**src/rtl/control_unit.sv**
```systemverilog
// Multicycle CPU control unit.
// Moore FSM: every datapath control wire is decoded from the registered
// state (state_q plus the held exception cause and mult/div selector).
// Opcode, funct and the datapath status flags only steer the next state.
module control_unit #(
    parameter int MULT_CYCLES = 32,
    parameter int DIV_CYCLES  = 32
) (
    input  logic       clk,
    input  logic       reset,
    input  logic [5:0] opcode,
    input  logic [5:0] funct,
    input  logic       Flag_Overflow,
    input  logic       divPor0,
    output logic       PC_W,
    output logic       PCWriteCond,
    output logic [2:0] PCSource,
    output logic [1:0] IorD,
    output logic       Mem_W,
    output logic       MDR_W,
    output logic       IR_W,
    output logic       RB_W,
    output logic [1:0] regDST,
    output logic [2:0] memToReg,
    output logic       Reg_AB_W,
    output logic       ALU_Out_Reg_W,
    output logic [1:0] ALUSrcA,
    output logic [2:0] ALUSrcB,
    output logic [2:0] ALUControl,
    output logic [1:0] CB,
    output logic       HILO_W,
    output logic       divOrMult,
    output logic       controlDivMult,
    output logic       EPC_W,
    output logic [1:0] EC_CTRL
);

    // Counter must hold the larger of the two operation lengths.
    localparam int MAX_CYCLES = (MULT_CYCLES > DIV_CYCLES) ? MULT_CYCLES : DIV_CYCLES;
    localparam int CNT_W      = $clog2(MAX_CYCLES + 1);
    localparam logic [CNT_W-1:0] MULT_LOAD = CNT_W'(MULT_CYCLES);
    localparam logic [CNT_W-1:0] DIV_LOAD  = CNT_W'(DIV_CYCLES);
    localparam logic [CNT_W-1:0] CNT_ONE   = CNT_W'(1);

    // State encoding
    localparam logic [4:0] S_RESET    = 5'd0;
    localparam logic [4:0] S_FETCH0   = 5'd1;
    localparam logic [4:0] S_FETCH1   = 5'd2;
    localparam logic [4:0] S_DECODE   = 5'd3;
    localparam logic [4:0] S_R_ADD    = 5'd4;
    localparam logic [4:0] S_R_SUB    = 5'd5;
    localparam logic [4:0] S_R_AND    = 5'd6;
    localparam logic [4:0] S_R_WB     = 5'd7;
    localparam logic [4:0] S_R_SLT    = 5'd8;
    localparam logic [4:0] S_ADDI     = 5'd9;
    localparam logic [4:0] S_ADDI_WB  = 5'd10;
    localparam logic [4:0] S_ADDR_LW  = 5'd11;
    localparam logic [4:0] S_ADDR_SW  = 5'd12;
    localparam logic [4:0] S_RD0      = 5'd13;
    localparam logic [4:0] S_RD1      = 5'd14;
    localparam logic [4:0] S_LW_WB    = 5'd15;
    localparam logic [4:0] S_ST       = 5'd16;
    localparam logic [4:0] S_BEQ      = 5'd17;
    localparam logic [4:0] S_BNE      = 5'd18;
    localparam logic [4:0] S_J        = 5'd19;
    localparam logic [4:0] S_JAL      = 5'd20;
    localparam logic [4:0] S_JR       = 5'd21;
    localparam logic [4:0] S_MD0      = 5'd22;
    localparam logic [4:0] S_MD_WAIT  = 5'd23;
    localparam logic [4:0] S_MD_DONE  = 5'd24;
    localparam logic [4:0] S_MFHI     = 5'd25;
    localparam logic [4:0] S_MFLO     = 5'd26;
    localparam logic [4:0] S_EXC0     = 5'd27;
    localparam logic [4:0] S_EXC1     = 5'd28;
    localparam logic [4:0] S_EXC2     = 5'd29;

    // Exception cause codes
    localparam logic [1:0] EC_INVALID  = 2'd0;
    localparam logic [1:0] EC_OVERFLOW = 2'd1;
    localparam logic [1:0] EC_DIVZERO  = 2'd2;

    // ALU operations
    localparam logic [2:0] ALU_ADD = 3'b001;
    localparam logic [2:0] ALU_SUB = 3'b010;
    localparam logic [2:0] ALU_AND = 3'b011;
    localparam logic [2:0] ALU_CMP = 3'b111;

    logic [4:0]       state_q, state_d;
    logic [CNT_W-1:0] cnt_q, cnt_d;
    logic             md_mult_q, md_mult_d;   // 1: multiplier in use, 0: divider
    logic [1:0]       ec_q, ec_d;             // cause held through EXC0..EXC2
    logic [CNT_W-1:0] cnt_dec;

    assign cnt_dec = cnt_q - CNT_ONE;

    // State register with synchronous reset; reset also aborts a running countdown.
    always_ff @(posedge clk) begin
        if (reset) begin
            state_q   <= S_RESET;
            cnt_q     <= '0;
            md_mult_q <= 1'b0;
            ec_q      <= EC_INVALID;
        end else begin
            state_q   <= state_d;
            cnt_q     <= cnt_d;
            md_mult_q <= md_mult_d;
            ec_q      <= ec_d;
        end
    end

    // Next-state logic: instruction dispatch, overflow/div-by-zero traps, mult/div countdown.
    always_comb begin
        state_d   = state_q;
        cnt_d     = cnt_q;
        md_mult_d = md_mult_q;
        ec_d      = ec_q;
        case (state_q)
            S_RESET:  state_d = S_FETCH0;
            S_FETCH0: state_d = S_FETCH1;
            S_FETCH1: state_d = S_DECODE;
            S_DECODE: begin
                if (opcode == 6'h00) begin
                    case (funct)
                        6'h20: state_d = S_R_ADD;
                        6'h22: state_d = S_R_SUB;
                        6'h24: state_d = S_R_AND;
                        6'h2A: state_d = S_R_SLT;
                        6'h08: state_d = S_JR;
                        6'h18: begin state_d = S_MD0; md_mult_d = 1'b1; end
                        6'h1A: begin state_d = S_MD0; md_mult_d = 1'b0; end
                        6'h10: state_d = S_MFHI;
                        6'h12: state_d = S_MFLO;
                        default: begin state_d = S_EXC0; ec_d = EC_INVALID; end
                    endcase
                end else begin
                    case (opcode)
                        6'h08: state_d = S_ADDI;
                        6'h23: state_d = S_ADDR_LW;
                        6'h2B: state_d = S_ADDR_SW;
                        6'h04: state_d = S_BEQ;
                        6'h05: state_d = S_BNE;
                        6'h02: state_d = S_J;
                        6'h03: state_d = S_JAL;
                        default: begin state_d = S_EXC0; ec_d = EC_INVALID; end
                    endcase
                end
            end
            S_R_ADD, S_R_SUB: begin
                if (Flag_Overflow) begin
                    state_d = S_EXC0;
                    ec_d    = EC_OVERFLOW;
                end else begin
                    state_d = S_R_WB;
                end
            end
            S_R_AND:  state_d = S_R_WB;
            S_ADDI: begin
                if (Flag_Overflow) begin
                    state_d = S_EXC0;
                    ec_d    = EC_OVERFLOW;
                end else begin
                    state_d = S_ADDI_WB;
                end
            end
            S_ADDR_LW: state_d = S_RD0;
            S_ADDR_SW: state_d = S_ST;
            S_RD0:     state_d = S_RD1;
            S_RD1:     state_d = S_LW_WB;
            S_MD0: begin
                cnt_d = md_mult_q ? MULT_LOAD : DIV_LOAD;
                if (!md_mult_q && divPor0) begin
                    state_d = S_EXC0;
                    ec_d    = EC_DIVZERO;
                end else if (cnt_d == CNT_ONE) begin
                    // Single-cycle unit: HILO_W lands one cycle after MD0.
                    state_d = S_MD_DONE;
                end else begin
                    state_d = S_MD_WAIT;
                end
            end
            S_MD_WAIT: begin
                cnt_d = cnt_dec;
                if (cnt_dec == CNT_ONE) begin
                    state_d = S_MD_DONE;
                end
            end
            S_EXC0: state_d = S_EXC1;
            S_EXC1: state_d = S_EXC2;
            // Terminal states all return to fetch.
            S_R_WB, S_R_SLT, S_ADDI_WB, S_LW_WB, S_ST, S_BEQ, S_BNE,
            S_J, S_JAL, S_JR, S_MD_DONE, S_MFHI, S_MFLO, S_EXC2:
                state_d = S_FETCH0;
            default: state_d = S_FETCH0;
        endcase
    end

    // Output decode from the registered state only.
    always_comb begin
        PC_W           = 1'b0;
        PCWriteCond    = 1'b0;
        PCSource       = 3'd0;
        IorD           = 2'd0;
        Mem_W          = 1'b0;
        MDR_W          = 1'b0;
        IR_W           = 1'b0;
        RB_W           = 1'b0;
        regDST         = 2'd0;
        memToReg       = 3'd0;
        Reg_AB_W       = 1'b0;
        ALU_Out_Reg_W  = 1'b0;
        ALUSrcA        = 2'd0;
        ALUSrcB        = 3'd0;
        ALUControl     = 3'b000;
        CB             = 2'd0;
        HILO_W         = 1'b0;
        divOrMult      = 1'b0;
        controlDivMult = 1'b0;
        EPC_W          = 1'b0;
        EC_CTRL        = 2'd0;
        case (state_q)
            S_FETCH1: begin
                // PC <= PC + 4 while the instruction is latched.
                IR_W       = 1'b1;
                PC_W       = 1'b1;
                PCSource   = 3'd2;
                ALUSrcA    = 2'd0;
                ALUSrcB    = 3'd4;
                ALUControl = ALU_ADD;
            end
            S_DECODE: begin
                // Latch A/B and precompute the branch target.
                Reg_AB_W      = 1'b1;
                ALU_Out_Reg_W = 1'b1;
                ALUSrcA       = 2'd0;
                ALUSrcB       = 3'd3;
                ALUControl    = ALU_ADD;
            end
            S_R_ADD, S_R_SUB, S_R_AND: begin
                ALUSrcA       = 2'd2;
                ALUSrcB       = 3'd0;
                ALU_Out_Reg_W = 1'b1;
                ALUControl    = (state_q == S_R_ADD) ? ALU_ADD :
                                (state_q == S_R_SUB) ? ALU_SUB : ALU_AND;
            end
            S_R_WB: begin
                RB_W     = 1'b1;
                regDST   = 2'd1;
                memToReg = 3'd5;
            end
            S_R_SLT: begin
                ALUSrcA    = 2'd2;
                ALUSrcB    = 3'd0;
                ALUControl = ALU_CMP;
                RB_W       = 1'b1;
                regDST     = 2'd1;
                memToReg   = 3'd1;
            end
            S_ADDI, S_ADDR_LW, S_ADDR_SW: begin
                // Reg_A + sign-extended immediate into ALUOut.
                ALUSrcA       = 2'd2;
                ALUSrcB       = 3'd1;
                ALUControl    = ALU_ADD;
                ALU_Out_Reg_W = 1'b1;
            end
            S_ADDI_WB: begin
                RB_W     = 1'b1;
                regDST   = 2'd0;
                memToReg = 3'd5;
            end
            S_RD0: IorD = 2'd1;
            S_RD1: begin
                IorD  = 2'd1;
                MDR_W = 1'b1;
            end
            S_LW_WB: begin
                RB_W     = 1'b1;
                regDST   = 2'd0;
                memToReg = 3'd4;
            end
            S_ST: begin
                IorD  = 2'd1;
                Mem_W = 1'b1;
            end
            S_BEQ, S_BNE: begin
                ALUSrcA     = 2'd2;
                ALUSrcB     = 3'd0;
                ALUControl  = ALU_CMP;
                PCWriteCond = 1'b1;
                PCSource    = 3'd4;
                CB          = (state_q == S_BNE) ? 2'd1 : 2'd0;
            end
            S_J: begin
                PC_W     = 1'b1;
                PCSource = 3'd0;
            end
            S_JAL: begin
                // PC already holds PC+4, which is the link value.
                PC_W     = 1'b1;
                PCSource = 3'd0;
                RB_W     = 1'b1;
                regDST   = 2'd2;
                memToReg = 3'd0;
            end
            S_JR: begin
                PC_W     = 1'b1;
                PCSource = 3'd1;
            end
            S_MD0, S_MD_WAIT: divOrMult = md_mult_q;
            S_MD_DONE: begin
                divOrMult = md_mult_q;
                HILO_W    = 1'b1;
            end
            S_MFHI, S_MFLO: begin
                RB_W           = 1'b1;
                regDST         = 2'd1;
                memToReg       = 3'd3;
                controlDivMult = (state_q == S_MFHI);
            end
            S_EXC0: begin
                EPC_W   = 1'b1;
                IorD    = 2'd2;
                EC_CTRL = ec_q;
            end
            S_EXC1: begin
                IorD    = 2'd2;
                MDR_W   = 1'b1;
                EC_CTRL = ec_q;
            end
            S_EXC2: begin
                PC_W     = 1'b1;
                PCSource = 3'd5;
                EC_CTRL  = ec_q;
            end
            default: ;
        endcase
    end

endmodule

```
**config.mk**
```make
export PLATFORM = sky130hd
export DESIGN_NAME = control_unit
export DESIGN_NICKNAME = d
export VERILOG_FILES = /design/src/rtl/control_unit.sv
export SDC_FILE = /design/constraint.sdc
export NUM_CORES = 1
export LEC_CHECK = 0
export BUFFER_PORTS_ARGS = -buffer_cell sky130_fd_sc_hd__clkbuf_2
export CORE_MARGIN = 1
export CORE_UTILIZATION = 48
export CTS_BUF_LIST = sky130_fd_sc_hd__clkbuf_16
export CTS_CLUSTER_DIAMETER = 30
export DETAILED_ROUTE_END_ITERATION = 6
export HOLD_SLACK_MARGIN = 0.02
export PLACE_DENSITY_LB_ADDON = 0.05
export SYNTH_ARGS = -nofsm -noshare
export SYNTH_HDL_FRONTEND = slang
export SYNTH_SLANG_ARGS = --single-unit
```
**constraint.sdc**
```tcl
create_clock -name clk -period 1.88 [get_ports clk]
set_clock_uncertainty 0.05 [all_clocks]
set_input_delay 0.188 -clock clk [delete_from_list [all_inputs] [get_ports clk]]
set_output_delay 0.188 -clock clk [all_outputs]
set_load 0.02 [all_outputs]
```
==> impl_metrics.json <==
{
  "status": "completed",
  "synth_cell_types": 67,
  "grt_max_degree": 17,
  "regArea_sq_um": 293,
  "syn_inst": 276,
  "yosys_most_used_dff": "dfxtp_1",
  "synth_top_area_share_pct": 15.1,
  "design_area_sq_um": 2440,
  "numCtsBuffers": 3,
  "finalHoldViolations": 0,
  "wl_per_cell_microns": 14.4,
  "design.core.area_sq_um": 3690,
  "clock_power_share_pct": 19.2,
  "synth_seq_cells": 14,
  "critPathKind": "flip-flop to primary output",
  "ant_nets": 0,
  "endpoint_kind": "primary output",
  "postPlaceCellArea_sq_um": 2310,
  "combPwrFrac_pct": 61.9,
  "die_x_microns": 64.2,
  "multi_input_comb_area_sq_um": 1480,
  "clock_sinks": 14,
  "clock_latency_ps": 240,
  "io_pins": 50,
  "drc": 0,
  "syn_avg_cell_area_sq_um": 6.74,
  "vias_per_cell": 5.79,
  "diodes": 0,
  "dieArea_sq_um": 4130,
  "grt_pass1_wl_microns": 9070,
  "yosysWarnings": 0,
  "yosys.area.top_type": "dfxtp_1",
  "first_iter_violations": 201,
  "synth_top_cells_by_area": "dfxtp_1, a21oi_1, nor2_1, nand2_1, o21ai_0",
  "setup_viol_count_final": 0,
  "grt_overflow": 0,
  "cts_root_buf": "clkbuf_16",
  "leakagePower_nw": 0.974,
  "grt_usage_pct": 27.4,
  "cts_max_path_buffers": 2,
  "worstPathRequired_ps": 1640,
  "postCtsSetupBuffers": 0,
  "power.density_nw_per_um2": 858,
  "cts_tree": "built",
  "hold_buffers": 0,
  "critPathLaunchType": "flip-flop",
  "worstHoldPathType": "input port to flip-flop",
  "hold_start": "reset",
  "startpoint": "state_q[1]$_SDFFE_PP0P_",
  "path_clk_slew_ps": 50,
  "synth_edf_count": 0,
  "seq_area_frac_synth_pct": 15.1,
  "internal_power_mw": 1.15,
  "cp_slowest_cell": "dfxtp_4",
  "post-route-period-util_pct": 97.6,
  "ir_drop_mv": 0.598,
  "areaGrowthSynthToFinish_pct": 31.4,
  "grt_pass1_vias": 1958,
  "fmax_mhz": 545,
  "ff2ff_setup_slack_ps": 130,
  "layout-drive-gt1-share_pct": 33.7,
  "htreeDepth": 1,
  "worstPathMaxFanout": 15,
  "routed_wl_microns": 5570,
  "setup-tns-final_ps": 0,
  "place_congestion": 0.891,
  "fin_crit_ps": 1830,
  "async_reset_ff_share_pct": 0,
  "portBuffers": 47,
  "drv_slew": 0,
  "reg2reg_from": "cnt_q[0]$_SDFFE_PP0P_",
  "rows": 22,
  "max_stage_delay_ps": 370,
  "die_h_microns": 64.2,
  "path_cells": "buf_12 -> or2_4 -> o211ai_1 -> o21ai_1 -> and3_1 -> buf_2",
  "syn-cell-area_sq_um": 1860,
  "p_sw_share_pct": 45.3,
  "vias": 2236,
  "place_hpwl_microns": 4420,
  "firstDrtPassIters": 4,
  "hold_ws_ps": 282,
  "finalPower_mw": 2.10,
  "start_util_pct": 50.4,
  "seq_power_share_pct": 18.9,
  "p_sw_mw": 0.949,
  "fin_nets": 357,
  "maxCapViolCount": 0,
  "cp_data_arrival_time_ps": 1600,
  "nFillCells": 366,
  "antenna_found_initial": 0
}
[cell families (layout without fill, tap and decap cells)]
| group | Yosys count | count (layout) | share of synthesized area (%) |
|---|---|---|---|
| flip-flops | 14 | 14 | 15.1 |
| AND/OR/NAND/NOR | 126 | 126 | 35.8 |
| other | 1 | 2 | 0.202 |
| multiplexers | 3 | 3 | 1.68 |
| buffers and inverters | 29 | 90 | 7.74 |
| AO/OA/AOI/OAI | 96 | 96 | 35.8 |
| XOR/XNOR | 5 | 5 | 2.36 |
| adder cells (fa/ha/maj) | 2 | 2 | 1.35 |
[worst paths after layout]
path	cells after the start	endpoint
hold reg to reg	1	cnt_q[0]$_SDFFE_PP0P_
hold / removal	2	state_q[3]$_SDFFE_PP0P_
setup / recovery	6	ALUControl[0]
setup reg to reg	7	state_q[3]$_SDFFE_PP0P_
[cell usage in the layout, fill, tap and decap left out, types with 3 or more instances in the layout]
cell        n
a31oi_1     5
clkbuf_2   44
nand2_1    26
a21oi_1    26
inv_2       3
clkbuf_16   3
o21ai_1     7
nand3_1     8
and2_1      3
a22oi_1     3
o21ai_0    15
buf_2       3
o211ai_1    3
a311oi_1    5
inv_1       4
o221ai_1    3
nor2_1     32
nor2b_1     9
dfxtp_4     3
or2_2       3
nand2b_1    8
xnor2_1     3
buf_4      29
or3_1       4
dfxtp_1    10
nor3_1      6
[per-layer routing]
| metal | GRT usage [%] | routed length, microns | vias to the layer above |
|---|---|---|---|
| met2 | 47.7 | 2690 | 58 |
| met4 | 9.44 | 104 | 0 |
| li1 | - | - | 1136 |
| met1 | 34.5 | 2590 | 1033 |
| met5 | 0 | 0 | - |
| met3 | 3.04 | 187 | 9 |
[cells in the mapped netlist (4+ instances only)]
cell type   n
nand2b_1   10
or2_1       4
o21ai_1     6
dfxtp_1    14
a21oi_1    26
nand3_1     8
buf_4       6
nor2_1     33
nor3b_1     4
a31oi_1     5
or3_1       4
nor3_1      6
nor2b_1    12
inv_1       4
clkbuf_1   12
o21ai_0    16
a311oi_1    5
nand2_1    26
[worst max-delay path: cells and delay by family (launching register included)]
family / cells / cell delay (ps)
AND/OR/NAND/NOR: 2 / 420
flip-flops: 1 / 370
buffers and inverters: 2 / 300
AO/OA/AOI/OAI: 2 / 250
[power by group through the flow]
stage,Clock (mW),Sequential (mW),Combinational [mW]
global placement,0,0.390,1.24
detailed placement,0,0.390,1.24
CTS,0.404,0.390,1.25
finish,0.402,0.397,1.30
global route,0.418,0.403,1.41
floorplan,0,0.338,0.854
[registers in the layout, indices dropped and copies added (netlist names)]
name / count
md_mult_q: 1
state_q: 5
ec_q: 2
cnt_q: 6
[through the flow]
step | instances | setup WS [ps] | utilization, %
final | 386 | 45.2 | 66.2
after global routing | 386 | -2.23 | 66.2
after CTS | 386 | 19.5 | 65.1
after detailed placement | 382 | 58.7 | 62.7
after global placement | 382 | 113 | 62.7
after floorplan | 277 | 6.06 | -
[cell type report]
type | instances | area share [%]
well taps | 48 | 2.46
inverters | 7 | 1.08
clock buffers | 3 | 3.07
repair buffers | 79 | 20.6
flip-flops and latches | 14 | 12.0
clock inverters | 1 | 0.154
multi-input cells | 234 | 60.6
[what timing repair did]
action | CTS | global route
cloned | 0 | 0
setup endpoints to repair | 12 | 16
resized for setup | 5 | 18
No activity file was read; power rests on OpenSTA's default activity.
